$ cat src/rtl/rf_alu_pkg.sv
// Shared types and default widths for the rf_alu_seq sequencer and its alu8 datapath.
package rf_alu_pkg;

  localparam int DATA_W_DEFAULT = 8;
  localparam int ADDR_W_DEFAULT = 2;

  typedef enum logic [2:0] {
    OP_ADD = 3'd0,
    OP_SUB = 3'd1,
    OP_AND = 3'd2,
    OP_OR  = 3'd3,
    OP_XOR = 3'd4,
    OP_MOV = 3'd5,
    OP_LDI = 3'd6,
    OP_SHL = 3'd7
  } alu_op_e;

  typedef enum logic [1:0] {
    ST_IDLE  = 2'd0,
    ST_READ  = 2'd1,
    ST_EXEC  = 2'd2,
    ST_WRITE = 2'd3
  } seq_state_e;

endpackage

$ cat src/rtl/rf_alu_seq_alu8.sv
// Combinational ALU for the sequencer. Define RF_ALU_SAT_EN to make ADD/SUB
// saturate instead of wrapping; carry always reports the raw overflow/borrow.
module alu8
  import rf_alu_pkg::*;
#(
  parameter int DATA_W = DATA_W_DEFAULT
) (
  input  alu_op_e           op,
  input  logic [DATA_W-1:0] a,
  input  logic [DATA_W-1:0] b,
  input  logic [DATA_W-1:0] imm,
  output logic [DATA_W-1:0] result,
  output logic              carry
);

  logic [DATA_W:0]   sum_ext;
  logic [DATA_W:0]   diff_ext;
  logic [DATA_W-1:0] and_bits;
  logic [DATA_W-1:0] or_bits;
  logic [DATA_W-1:0] xor_bits;
  logic [DATA_W-1:0] add_res;
  logic [DATA_W-1:0] sub_res;

  assign sum_ext  = {1'b0, a} + {1'b0, b};
  // The extra MSB of the widened difference is the borrow (a < b).
  assign diff_ext = {1'b0, a} - {1'b0, b};

  for (genvar gi = 0; gi < DATA_W; gi++) begin : g_logic
    assign and_bits[gi] = a[gi] & b[gi];
    assign or_bits[gi]  = a[gi] | b[gi];
    assign xor_bits[gi] = a[gi] ^ b[gi];
  end

`ifdef RF_ALU_SAT_EN
  assign add_res = sum_ext[DATA_W]  ? {DATA_W{1'b1}} : sum_ext[DATA_W-1:0];
  assign sub_res = diff_ext[DATA_W] ? {DATA_W{1'b0}} : diff_ext[DATA_W-1:0];
`else
  assign add_res = sum_ext[DATA_W-1:0];
  assign sub_res = diff_ext[DATA_W-1:0];
`endif

  always_comb begin
    result = '0;
    carry  = 1'b0;
    case (op)
      OP_ADD: begin
        result = add_res;
        carry  = sum_ext[DATA_W];
      end
      OP_SUB: begin
        result = sub_res;
        carry  = diff_ext[DATA_W];
      end
      OP_AND: result = and_bits;
      OP_OR:  result = or_bits;
      OP_XOR: result = xor_bits;
      OP_MOV: result = a;
      OP_LDI: result = imm;
      OP_SHL: begin
        result = {a[DATA_W-2:0], 1'b0};
        carry  = a[DATA_W-1];
      end
      default: begin
        result = '0;
        carry  = 1'b0;
      end
    endcase
  end

endmodule

$ cat src/rtl/rf_alu_seq.sv
// Single-issue ALU sequencer driving a 4-entry register file: IDLE -> READ -> EXEC -> WRITE.
// Optional saturating ADD/SUB via RF_ALU_SAT_EN (implemented in alu8).
module rf_alu_seq
  import rf_alu_pkg::*;
#(
  parameter int DATA_W = DATA_W_DEFAULT,
  parameter int ADDR_W = ADDR_W_DEFAULT
) (
  input  logic              clk,
  input  logic              rst_n,
  input  logic              instr_valid,
  output logic              instr_ready,
  input  logic [2:0]        instr_op,
  input  logic [ADDR_W-1:0] instr_dst,
  input  logic [ADDR_W-1:0] instr_srca,
  input  logic [ADDR_W-1:0] instr_srcb,
  input  logic [DATA_W-1:0] instr_imm,
  output logic [ADDR_W-1:0] rf_rda_addr,
  output logic [ADDR_W-1:0] rf_rdb_addr,
  input  logic [DATA_W-1:0] rf_rda_data,
  input  logic [DATA_W-1:0] rf_rdb_data,
  output logic [ADDR_W-1:0] rf_wr_addr,
  output logic [DATA_W-1:0] rf_wr_data,
  output logic              rf_wr_en,
  output logic              done,
  output logic [DATA_W-1:0] result,
  output logic              carry
);

  seq_state_e        state_reg;
  alu_op_e           op_reg;
  logic [ADDR_W-1:0] dst_reg;
  logic [DATA_W-1:0] imm_reg;
  logic [DATA_W-1:0] alu_result;
  logic              alu_carry;

  alu8 #(.DATA_W(DATA_W)) u_alu (
    .op     (op_reg),
    .a      (rf_rda_data),
    .b      (rf_rdb_data),
    .imm    (imm_reg),
    .result (alu_result),
    .carry  (alu_carry)
  );

  // Read addresses are loaded at the handshake so they are stable for all of
  // READ and EXEC; read data is sampled at the end of EXEC, which covers both
  // combinational and one-cycle-registered register-file reads.
  always_ff @(posedge clk or negedge rst_n) begin
    if (!rst_n) begin
      state_reg   <= ST_IDLE;
      instr_ready <= 1'b0;
      op_reg      <= OP_ADD;
      dst_reg     <= '0;
      imm_reg     <= '0;
      rf_rda_addr <= '0;
      rf_rdb_addr <= '0;
      rf_wr_addr  <= '0;
      rf_wr_data  <= '0;
      rf_wr_en    <= 1'b0;
      done        <= 1'b0;
      result      <= '0;
      carry       <= 1'b0;
    end else begin
      case (state_reg)
        ST_IDLE: begin
          if (instr_ready && instr_valid) begin
            op_reg      <= alu_op_e'(instr_op);
            dst_reg     <= instr_dst;
            imm_reg     <= instr_imm;
            rf_rda_addr <= instr_srca;
            rf_rdb_addr <= instr_srcb;
            instr_ready <= 1'b0;
            state_reg   <= ST_READ;
          end else begin
            instr_ready <= 1'b1;
          end
        end
        ST_READ: begin
          state_reg <= ST_EXEC;
        end
        ST_EXEC: begin
          rf_wr_addr <= dst_reg;
          rf_wr_data <= alu_result;
          rf_wr_en   <= 1'b1;
          done       <= 1'b1;
          result     <= alu_result;
          carry      <= alu_carry;
          state_reg  <= ST_WRITE;
        end
        ST_WRITE: begin
          rf_wr_en    <= 1'b0;
          done        <= 1'b0;
          instr_ready <= 1'b1;
          state_reg   <= ST_IDLE;
        end
        default: begin
          rf_wr_en    <= 1'b0;
          done        <= 1'b0;
          instr_ready <= 1'b0;
          state_reg   <= ST_IDLE;
        end
      endcase
    end
  end

endmodule

$ cat config.mk
export PLATFORM = sky130hd
export DESIGN_NAME = rf_alu_seq
export DESIGN_NICKNAME = d
export VERILOG_FILES = /design/src/rtl/rf_alu_pkg.sv /design/src/rtl/rf_alu_seq_alu8.sv /design/src/rtl/rf_alu_seq.sv
export SDC_FILE = /design/constraint.sdc
export NUM_CORES = 1
export LEC_CHECK = 0
export ABC_AREA = 1
export CORE_MARGIN = 10
export CORE_UTILIZATION = 35
export CTS_CLUSTER_DIAMETER = 80
export DETAILED_ROUTE_END_ITERATION = 12
export GPL_ROUTABILITY_DRIVEN = 0
export GPL_TIMING_DRIVEN = 0
export PLACE_DENSITY_LB_ADDON = 0.25
export SETUP_SLACK_MARGIN = 0.02
export SYNTH_ARGS = -nofsm -noshare
export SYNTH_HDL_FRONTEND = slang
export SYNTH_HIERARCHICAL = 1
export SYNTH_SLANG_ARGS = --single-unit
$ cat constraint.sdc
create_clock -name clk -period 1.6 [get_ports clk]
set_clock_uncertainty 0.05 [all_clocks]
set_input_delay 0.32 -clock clk [delete_from_list [all_inputs] [get_ports clk]]
set_output_delay 0.32 -clock clk [all_outputs]
set_load 0.1 [all_outputs]
==> results.json, run 1 <==
{
  "crit_arrival_ns": 1.70,
  "crit_buf_inv": 3,
  "grt_setup_unrepaired": "true",
  "dr.first_iter.drc_count": 229,
  "grt_max_degree": 33,
  "p_total_mw": 7.65,
  "finalCriticalPeriod_ns": 1.58,
  "path_clk_slew_ns": 0.07,
  "max-clock-path-buffers": 2,
  "grt_pass1_wl_microns": 13900,
  "die-area_sq_um": 12100,
  "cts-buffers-inserted": 5,
  "via_count": 2951,
  "cp_slowest_stage_delay_ns": 0.41,
  "fmax_mhz": 633,
  "cts_num_sinks": 32,
  "worst-r2r-cell-count": 7,
  "cap_violations": 0,
  "drv_slew": 0,
  "status": "completed",
  "fin_area_sq_um": 4030,
  "crit_type": "in2reg",
  "final_util_pct": 51.6,
  "postSynthCellCount": 408,
  "syn-num-nets": 476,
  "critPathMaxFanout": 4,
  "worstPathCellList": "buf_12 -> inv_6 -> ha_4 -> fa_2 -> inv_2 -> nand3_2 -> nand2_2 -> nand2_2 -> nand3_2 -> nand4_1 -> nand2_1 -> o21ai_1",
  "ir_drop_mv": 1.27,
  "crit_cells": 12,
  "globalRouteOverflowTotal": 0,
  "dieHeight_microns": 110,
  "timing.critical_path.from": "rf_rda_data[0]",
  "antenna_found_initial": 0,
  "netlist_area_sq_um": 2840,
  "track_usage_pct": 14.2,
  "initial_core_util_pct": 36.4,
  "viasPerCell": 4.98,
  "die_w_microns": 110,
  "synth_edf_count": 0,
  "drive_above_1_share_pct": 36.7,
  "p_per_area_nw_per_um2": 1900,
  "ys_seq_elements": 32,
  "ctsRootBufferMaster": "clkbuf_8",
  "cp-endpoint": "result[4]",
  "drtAntennaViolNets": 0,
  "dpl_cell_area_sq_um": 3610,
  "htree_num_levels": 2,
  "cts_tree": "done",
  "power.leakage_nw": 2.00,
  "syn_to_final_growth_pct": 41.5,
  "fillers": 781,
  "clkLatencyLatePin_ns": 0.29,
  "yosys_warnings": 6,
  "hpwl_microns": 6340,
  "setup_slack_ns": 0.0214,
  "setup_viol": 0,
  "io_pins": 62,
  "fin_nets": 558,
  "dr.pass1.iters": 5,
  "hold_path.class": "in2async",
  "r2r-end": "result[3]",
  "grt_pass1_vias": 2865,
  "cp_top_family": "adder cells",
  "finalHoldViolations": 0,
  "ys.flop_type": "dfrtp_1",
  "ys_types": 31,
  "r2r-start": "op_reg[0]",
  "r2r_slack_ns": 0.03,
  "synth_top_area_share_pct": 28.2,
  "synth_common_cells": "108 x nand2_1, 63 x inv_1, 34 x nand3_1",
  "dp_worst_setup_slack_ns": -0.911,
  "maxSlewHeadroom_pct": 51.7,
  "wl_per_cell_microns": 14.3,
  "post-route-period-util_pct": 98.7,
  "wl_microns": 8480,
  "cp-start-kind": "input pin",
  "antenna_cells": 0,
  "endpoint_kind": "flop",
  "avgSynthCellArea_sq_um": 6.97,
  "crit_slowest_cell": "fa_2",
  "tightest_slew_ns": 0.724,
  "cp.required_ns": 1.72,
  "rows": 32,
  "ys_seq_area_share_pct": 28.2,
  "yosysMostFrequentCell": "nand2_1",
  "multiInputGateArea_sq_um": 1930,
  "yosys-top-cells-area": "dfrtp_1 28%, nand2_1 14%, ha_1 13%",
  "drcViolationCount": 0,
  "seqCellArea_sq_um": 817,
  "port-buffer-count": 60,
  "synthArstFlopShare_pct": 100,
  "finalSetupTns_ns": 0,
  "yosysTopAreaCell": "dfrtp_1",
  "coreArea_sq_um": 7810
}
routing by layer:
| layer | global-route usage, % | vias to the layer above | share of wire [%] |
|---|---|---|---|
| li1 | - | 1480 | - |
| met1 | 17.4 | 1354 | 43 |
| met2 | 23.0 | 101 | 46 |
| met3 | 4.59 | 16 | 9.0 |
| met4 | 4.59 | 0 | 1.9 |
| met5 | 0 | - | 0 |
cell usage in the layout (no fill, tap or decap), types with 15 or more instances in the layout:
master,n
nand2_2,15
nand2_1,95
dfrtp_1,19
nand4_1,26
nand3_1,24
inv_2,19
buf_2,31
ha_1,21
nor2_1,21
buf_4,26
clkdlybuf4s50_1,17
inv_1,42
metrics by stage:
step / hold WS (ns) / instances
2_1_floorplan: -0.0256 / 408
3_3_place_gp: 0.412 / 570
3_5_place_dp: 0.377 / 570
4_1_cts: 0.0544 / 585
5_1_grt: 0.0866 / 593
6_report: 0.0300 / 593
power by group:
part           internal [mW]  switching [mW]
logic                   1.43            3.87
clock network          0.460           0.312
registers               1.22           0.364
worst register-to-register path: stages, from the launching register on:
cell	delay, ns
dfrtp_2	0.50
inv_2	0.09
nand3_2	0.20
o22ai_1	0.11
nor3_1	0.19
nand3_1	0.16
nand2_1	0.09
o21ai_1	0.06
how the worst min path moves through the flow:
stage / from / endpoint / slack, ns / cells past startpoint
global route: rst_n / state_reg[1] / 0.09 / 1
finish: rst_n / state_reg[1] / 0.03 / 1
global placement: rf_rdb_addr[1] / rf_rdb_addr[1] / 0.41 / 2
floorplan: rst_n / carry / -0.03 / 0
detailed placement: rst_n / rf_rdb_addr[0] / 0.38 / 1
CTS: rst_n / state_reg[1] / 0.05 / 1
repair_timing:
item / CTS / global route
buffers inserted: 7 / 9
endpoints found under the setup margin: 35 / 21
pin swaps: 23 / 24
hold buffers: 0 / 0
gates resized for setup: 216 / 64
hold endpoints to repair: 0 / 0
cells by family (layout without fill, tap and decap cells):
logic type	count (synthesis)	count (layout)	synth area share (%)
XOR/XNOR	2	2	0.616
AND/OR/NAND/NOR	208	208	33.2
buffers and inverters	91	174	14.9
flip-flops	32	32	28.2
adder cells (fa/ha/maj)	32	32	14.6
AO/OA/AOI/OAI	43	43	8.54
layout make-up:
| type | instances | share of cell area, % |
|---|---|---|
| inverter | 69 | 7.03 |
| buffer | 21 | 4.51 |
| timing repair buffer | 76 | 14.3 |
| clock buffer | 5 | 1.71 |
| sequential | 32 | 20.3 |
| clock inverter | 3 | 1.06 |
| tap | 102 | 3.17 |
| multi-input combinational | 285 | 48.0 |
Power figures use the tool's default switching activity.
==> run 2: changes to the inputs <==
--- a/config.mk
+++ b/config.mk
@@ -10,6 +10,7 @@
 export CORE_UTILIZATION = 35
 export CTS_CLUSTER_DIAMETER = 80
 export DETAILED_ROUTE_END_ITERATION = 12
+export DONT_BUFFER_PORTS = 1
 export GPL_ROUTABILITY_DRIVEN = 0
 export GPL_TIMING_DRIVEN = 0
 export PLACE_DENSITY_LB_ADDON = 0.25
==> results.json, run 2 (synthesized netlist as in run 1, its figures left out) <==
{
  "crit_arrival_ns": 1.19,
  "power.leakage_nw": 1.72,
  "cp-start-kind": "flop",
  "cts_tree": "done",
  "initial_core_util_pct": 36.4,
  "htree_num_levels": 2,
  "die_w_microns": 110,
  "crit_type": "reg2out",
  "dieHeight_microns": 110,
  "tightest_slew_ns": 0.548,
  "crit_slowest_cell": "dfrtp_4",
  "fillers": 818,
  "hold_path.class": "in2reg",
  "setup_slack_ns": 0.0437,
  "clkLatencyLatePin_ns": 0.28,
  "viasPerCell": 5.02,
  "finalHoldViolations": 0,
  "endpoint_kind": "primary output",
  "p_total_mw": 7.34,
  "globalRouteOverflowTotal": 0,
  "antenna_cells": 0,
  "fmax_mhz": 643,
  "met2WireLength_microns": 3640,
  "critPathMaxFanout": 3,
  "cap_violations": 0,
  "whs_ns": 0.123,
  "status": "completed",
  "final_cell_mix": "106 x nand2_1, 58 x inv_1, 29 x nand3_1, 27 x ha_1, 26 x nand4_1",
  "top_layer": "met4",
  "antenna_found_initial": 0,
  "setup_viol": 0,
  "ir_drop_mv": 1.09,
  "wl_per_cell_microns": 15.3,
  "port-buffer-count": 0,
  "io_pins": 62,
  "cp.required_ns": 1.23,
  "cts-buffers-inserted": 5,
  "cp_top_family": "flip-flops",
  "p_per_area_nw_per_um2": 2100,
  "track_usage_pct": 13.2,
  "syn_to_final_growth_pct": 22.9,
  "grt_pass1_vias": 2641,
  "grt_max_degree": 33,
  "multiInputGateArea_sq_um": 1800,
  "final_util_pct": 44.8,
  "finalSetupTns_ns": 0,
  "hpwl_microns": 6310,
  "drt-met1-wl_microns": 3590,
  "maxSlewHeadroom_pct": 63.5,
  "worstPathCellList": "buf_6",
  "cp_slowest_stage_delay_ns": 0.63,
  "crit_buf_inv": 1,
  "path_clk_slew_ns": 0.08,
  "wl_microns": 8080,
  "seqCellArea_sq_um": 848,
  "fin_nets": 494,
  "drv_slew": 0,
  "grt_pass1_wl_microns": 13100,
  "ctsRootBufferMaster": "clkbuf_8",
  "dr.pass1.iters": 4,
  "via_count": 2653,
  "drive_above_1_share_pct": 25.1,
  "post-route-period-util_pct": 97.3,
  "grt_setup_unrepaired": "true",
  "finalCriticalPeriod_ns": 1.56,
  "rows": 32,
  "max-clock-path-buffers": 2,
  "drtAntennaViolNets": 0,
  "dr.first_iter.drc_count": 117,
  "met3_length_microns": 775,
  "cts_num_sinks": 32,
  "final_common_cell": "nand2_1",
  "drcViolationCount": 0,
  "die-area_sq_um": 12100,
  "coreArea_sq_um": 7810,
  "dp_worst_setup_slack_ns": -0.255
}
run 2: power by group:
| group | switching (mW) | internal (mW) |
|---|---|---|
| clock | 0.317 | 0.308 |
| combinational | 2.32 | 1.29 |
| sequential | 1.84 | 1.26 |
run 2: stage by stage:
stage	std cells	cell area (sq um)
CTS	522	3250
detailed placement	510	3010
floorplan	408	2880
global placement	510	3010
finish	529	3490
global route	529	3490
run 2: layer usage:
layer / track usage [%] / up-vias
li1: - / 1345
met1: 16.9 / 1227
met2: 21.2 / 73
met3: 4.70 / 8
met4: 2.66 / 0
met5: 0 / -
run 2: area by class of cell:
type                    count  share of cell area [%]
well taps                 102                    3.65
clock buffers               5                    1.97
flip-flops and latches     32                    24.3
inverters                  69                    7.73
plain buffers              22                    6.95
clock inverters             3                   0.680
repair buffers             11                    3.37
multi-input cells         285                    51.4
run 2: path summary, 6_finish.rpt:
check	start	to	slack (ns)	cells past startpoint
min reg2reg	imm_reg[2]	imm_reg[2]	0.44	2
max reg2reg	op_reg[2]	result[5]	0.09	8
min	instr_srcb[1]	rf_rdb_addr[1]	0.12	2
min in group asynchronous	rst_n	instr_ready	0.43	2
max	result[7]	rf_wr_data[7]	0.04	1
max in group asynchronous	rst_n	result[2]	0.88	2
run 2: repair_timing:
item,in CTS,in global routing
hold buffers,2,0
buffers inserted,2,7
pin swaps,1,15
resized for setup,32,50
setup endpoints to repair,22,15
endpoints found under the hold margin,32,0
==> run 3: changes to the inputs <==
--- a/config.mk
+++ b/config.mk
@@ -6,7 +6,7 @@
 export NUM_CORES = 1
 export LEC_CHECK = 0
 export ABC_AREA = 1
-export CORE_MARGIN = 10
+export CORE_MARGIN = 3
 export CORE_UTILIZATION = 35
 export CTS_CLUSTER_DIAMETER = 80
 export DETAILED_ROUTE_END_ITERATION = 12
==> results.json, run 3 (synthesized netlist as in run 1, its figures left out) <==
{
  "dp.cells": 510,
  "finalHoldViolations": 0,
  "crit_slowest_cell": "dfrtp_4",
  "hpwl_microns": 5910,
  "final_common_cell": "nand2_1",
  "fin_area_sq_um": 3380,
  "cap_violations": 0,
  "drcViolationCount": 0,
  "clkLatencyLatePin_ns": 0.29,
  "die_w_microns": 96.1,
  "p_seq_share_pct": 42.1,
  "path_clk_slew_ns": 0.07,
  "final_cell_mix": "108 x nand2_1, 58 x inv_1, 32 x nand3_1, 28 x ha_1, 26 x nand4_1",
  "syn_to_final_growth_pct": 18.9,
  "cts-buffers-inserted": 5,
  "switching_share_pct": 60.0,
  "htree_num_levels": 2,
  "endpoint_kind": "primary output",
  "p_int_mw": 2.91,
  "cp.required_ns": 1.23,
  "port-buffer-count": 0,
  "grt_pass1_vias": 2561,
  "status": "completed",
  "grt_pass1_wl_microns": 12600,
  "tightest_slew_ns": 0.548,
  "cts_tree": "done",
  "p_comb_share_pct": 47.2,
  "rows": 32,
  "finalCriticalPeriod_ns": 1.56,
  "drive_above_1_share_pct": 21.7,
  "wl_per_cell_microns": 14.5,
  "worstPathCellList": "buf_6",
  "whs_ns": 0.115,
  "io_pins": 62,
  "final_util_pct": 43.3,
  "dr.first_iter.drc_count": 141,
  "globalRouteOverflowTotal": 0,
  "viasPerCell": 5.03,
  "initial_core_util_pct": 36.4,
  "die-area_sq_um": 9240,
  "ir_drop_mv": 1.48,
  "coreArea_sq_um": 7810,
  "crit_buf_inv": 1,
  "cp_top_family": "flip-flops",
  "layout.cells.non_filler": 525,
  "fmax_mhz": 642,
  "hold_path.class": "in2reg",
  "cp-start-kind": "flop",
  "switchingPower_mw": 4.37,
  "crit_type": "reg2out",
  "power.leakage_nw": 1.70,
  "grt_setup_unrepaired": "true",
  "critPathMaxFanout": 3,
  "dieHeight_microns": 96.1,
  "post-route-period-util_pct": 97.3,
  "antenna_found_initial": 0,
  "cp_slowest_stage_delay_ns": 0.62,
  "grt_max_degree": 33,
  "setup_viol": 0,
  "p_per_area_nw_per_um2": 2150,
  "dpl_cell_area_sq_um": 3010,
  "fin_nets": 490,
  "cts_num_sinks": 32,
  "ctsRootBufferMaster": "clkbuf_8",
  "antenna_cells": 0,
  "p_clk_share_pct": 10.7,
  "dr.pass1.iters": 4,
  "track_usage_pct": 17.7,
  "wl_microns": 7640,
  "drv_slew": 0,
  "crit_arrival_ns": 1.19,
  "maxSlewHeadroom_pct": 63.4,
  "drtAntennaViolNets": 0,
  "max-clock-path-buffers": 2,
  "via_count": 2639
}
[run 3: area by class of cell]
type,instances,area [sq um]
multi-input combinational,285,1700
buffer,22,246
fill,812,4430
timing repair buffer,7,80.1
inverter,69,265
sequential,32,848
clock inverter,3,42.5
tap,102,128
clock buffer,5,68.8
[run 3: per-layer routing]
metal | GRT usage [%] | vias up | part of all wire, %
met2 | 26.5 | 92 | 45
met3 | 5.16 | 10 | 8.7
met4 | 4.86 | 0 | 1.1
met5 | 0 | - | 0
met1 | 24.6 | 1199 | 45
li1 | - | 1338 | -
[run 3: repair_timing]
item / in CTS / in global routing
gates cloned: 0 / 0
resized for setup: 31 / 27
setup buffers: 0 / 5
endpoints found under the hold margin: 32 / 0
setup endpoints to repair: 21 / 15
hold buffers: 2 / 0
pin swaps: 0 / 3
[run 3: stage by stage]
stage,worst slack [ns],power [mW],setup TNS (ns)
6_report,0.0425,7.28,0
5_1_grt,-0.0541,7.79,-0.136
4_1_cts,0.00632,7.05,0
3_5_place_dp,-0.276,6.02,-1.48
3_3_place_gp,-0.250,5.97,-1.29
2_1_floorplan,0.0136,5.42,0
[run 3: final timing paths]
check / cells after the start / startpoint / slack [ns] / endpoint
worst min register to register: 2 / imm_reg[2] / 0.43 / imm_reg[2]
max in group asynchronous: 2 / rst_n / 0.86 / result[0]
worst max-delay path: 1 / result[0] / 0.04 / rf_wr_data[0]
worst max register to register: 9 / op_reg[1] / 0.05 / result[7]
worst min-delay path: 2 / instr_srca[0] / 0.12 / rf_rda_addr[0]
min in group asynchronous: 2 / rst_n / 0.44 / imm_reg[7]
[run 3: power groups by stage]
| stage | clock, mW | sequential, mW | combinational [mW] |
|---|---|---|---|
| detailed placement | 0 | 2.96 | 3.06 |
| finish | 0.781 | 3.06 | 3.44 |
| CTS | 0.807 | 3.06 | 3.18 |
| global placement | 0 | 2.96 | 3.01 |
| floorplan | 0 | 2.85 | 2.57 |
| global route | 0.839 | 3.13 | 3.82 |
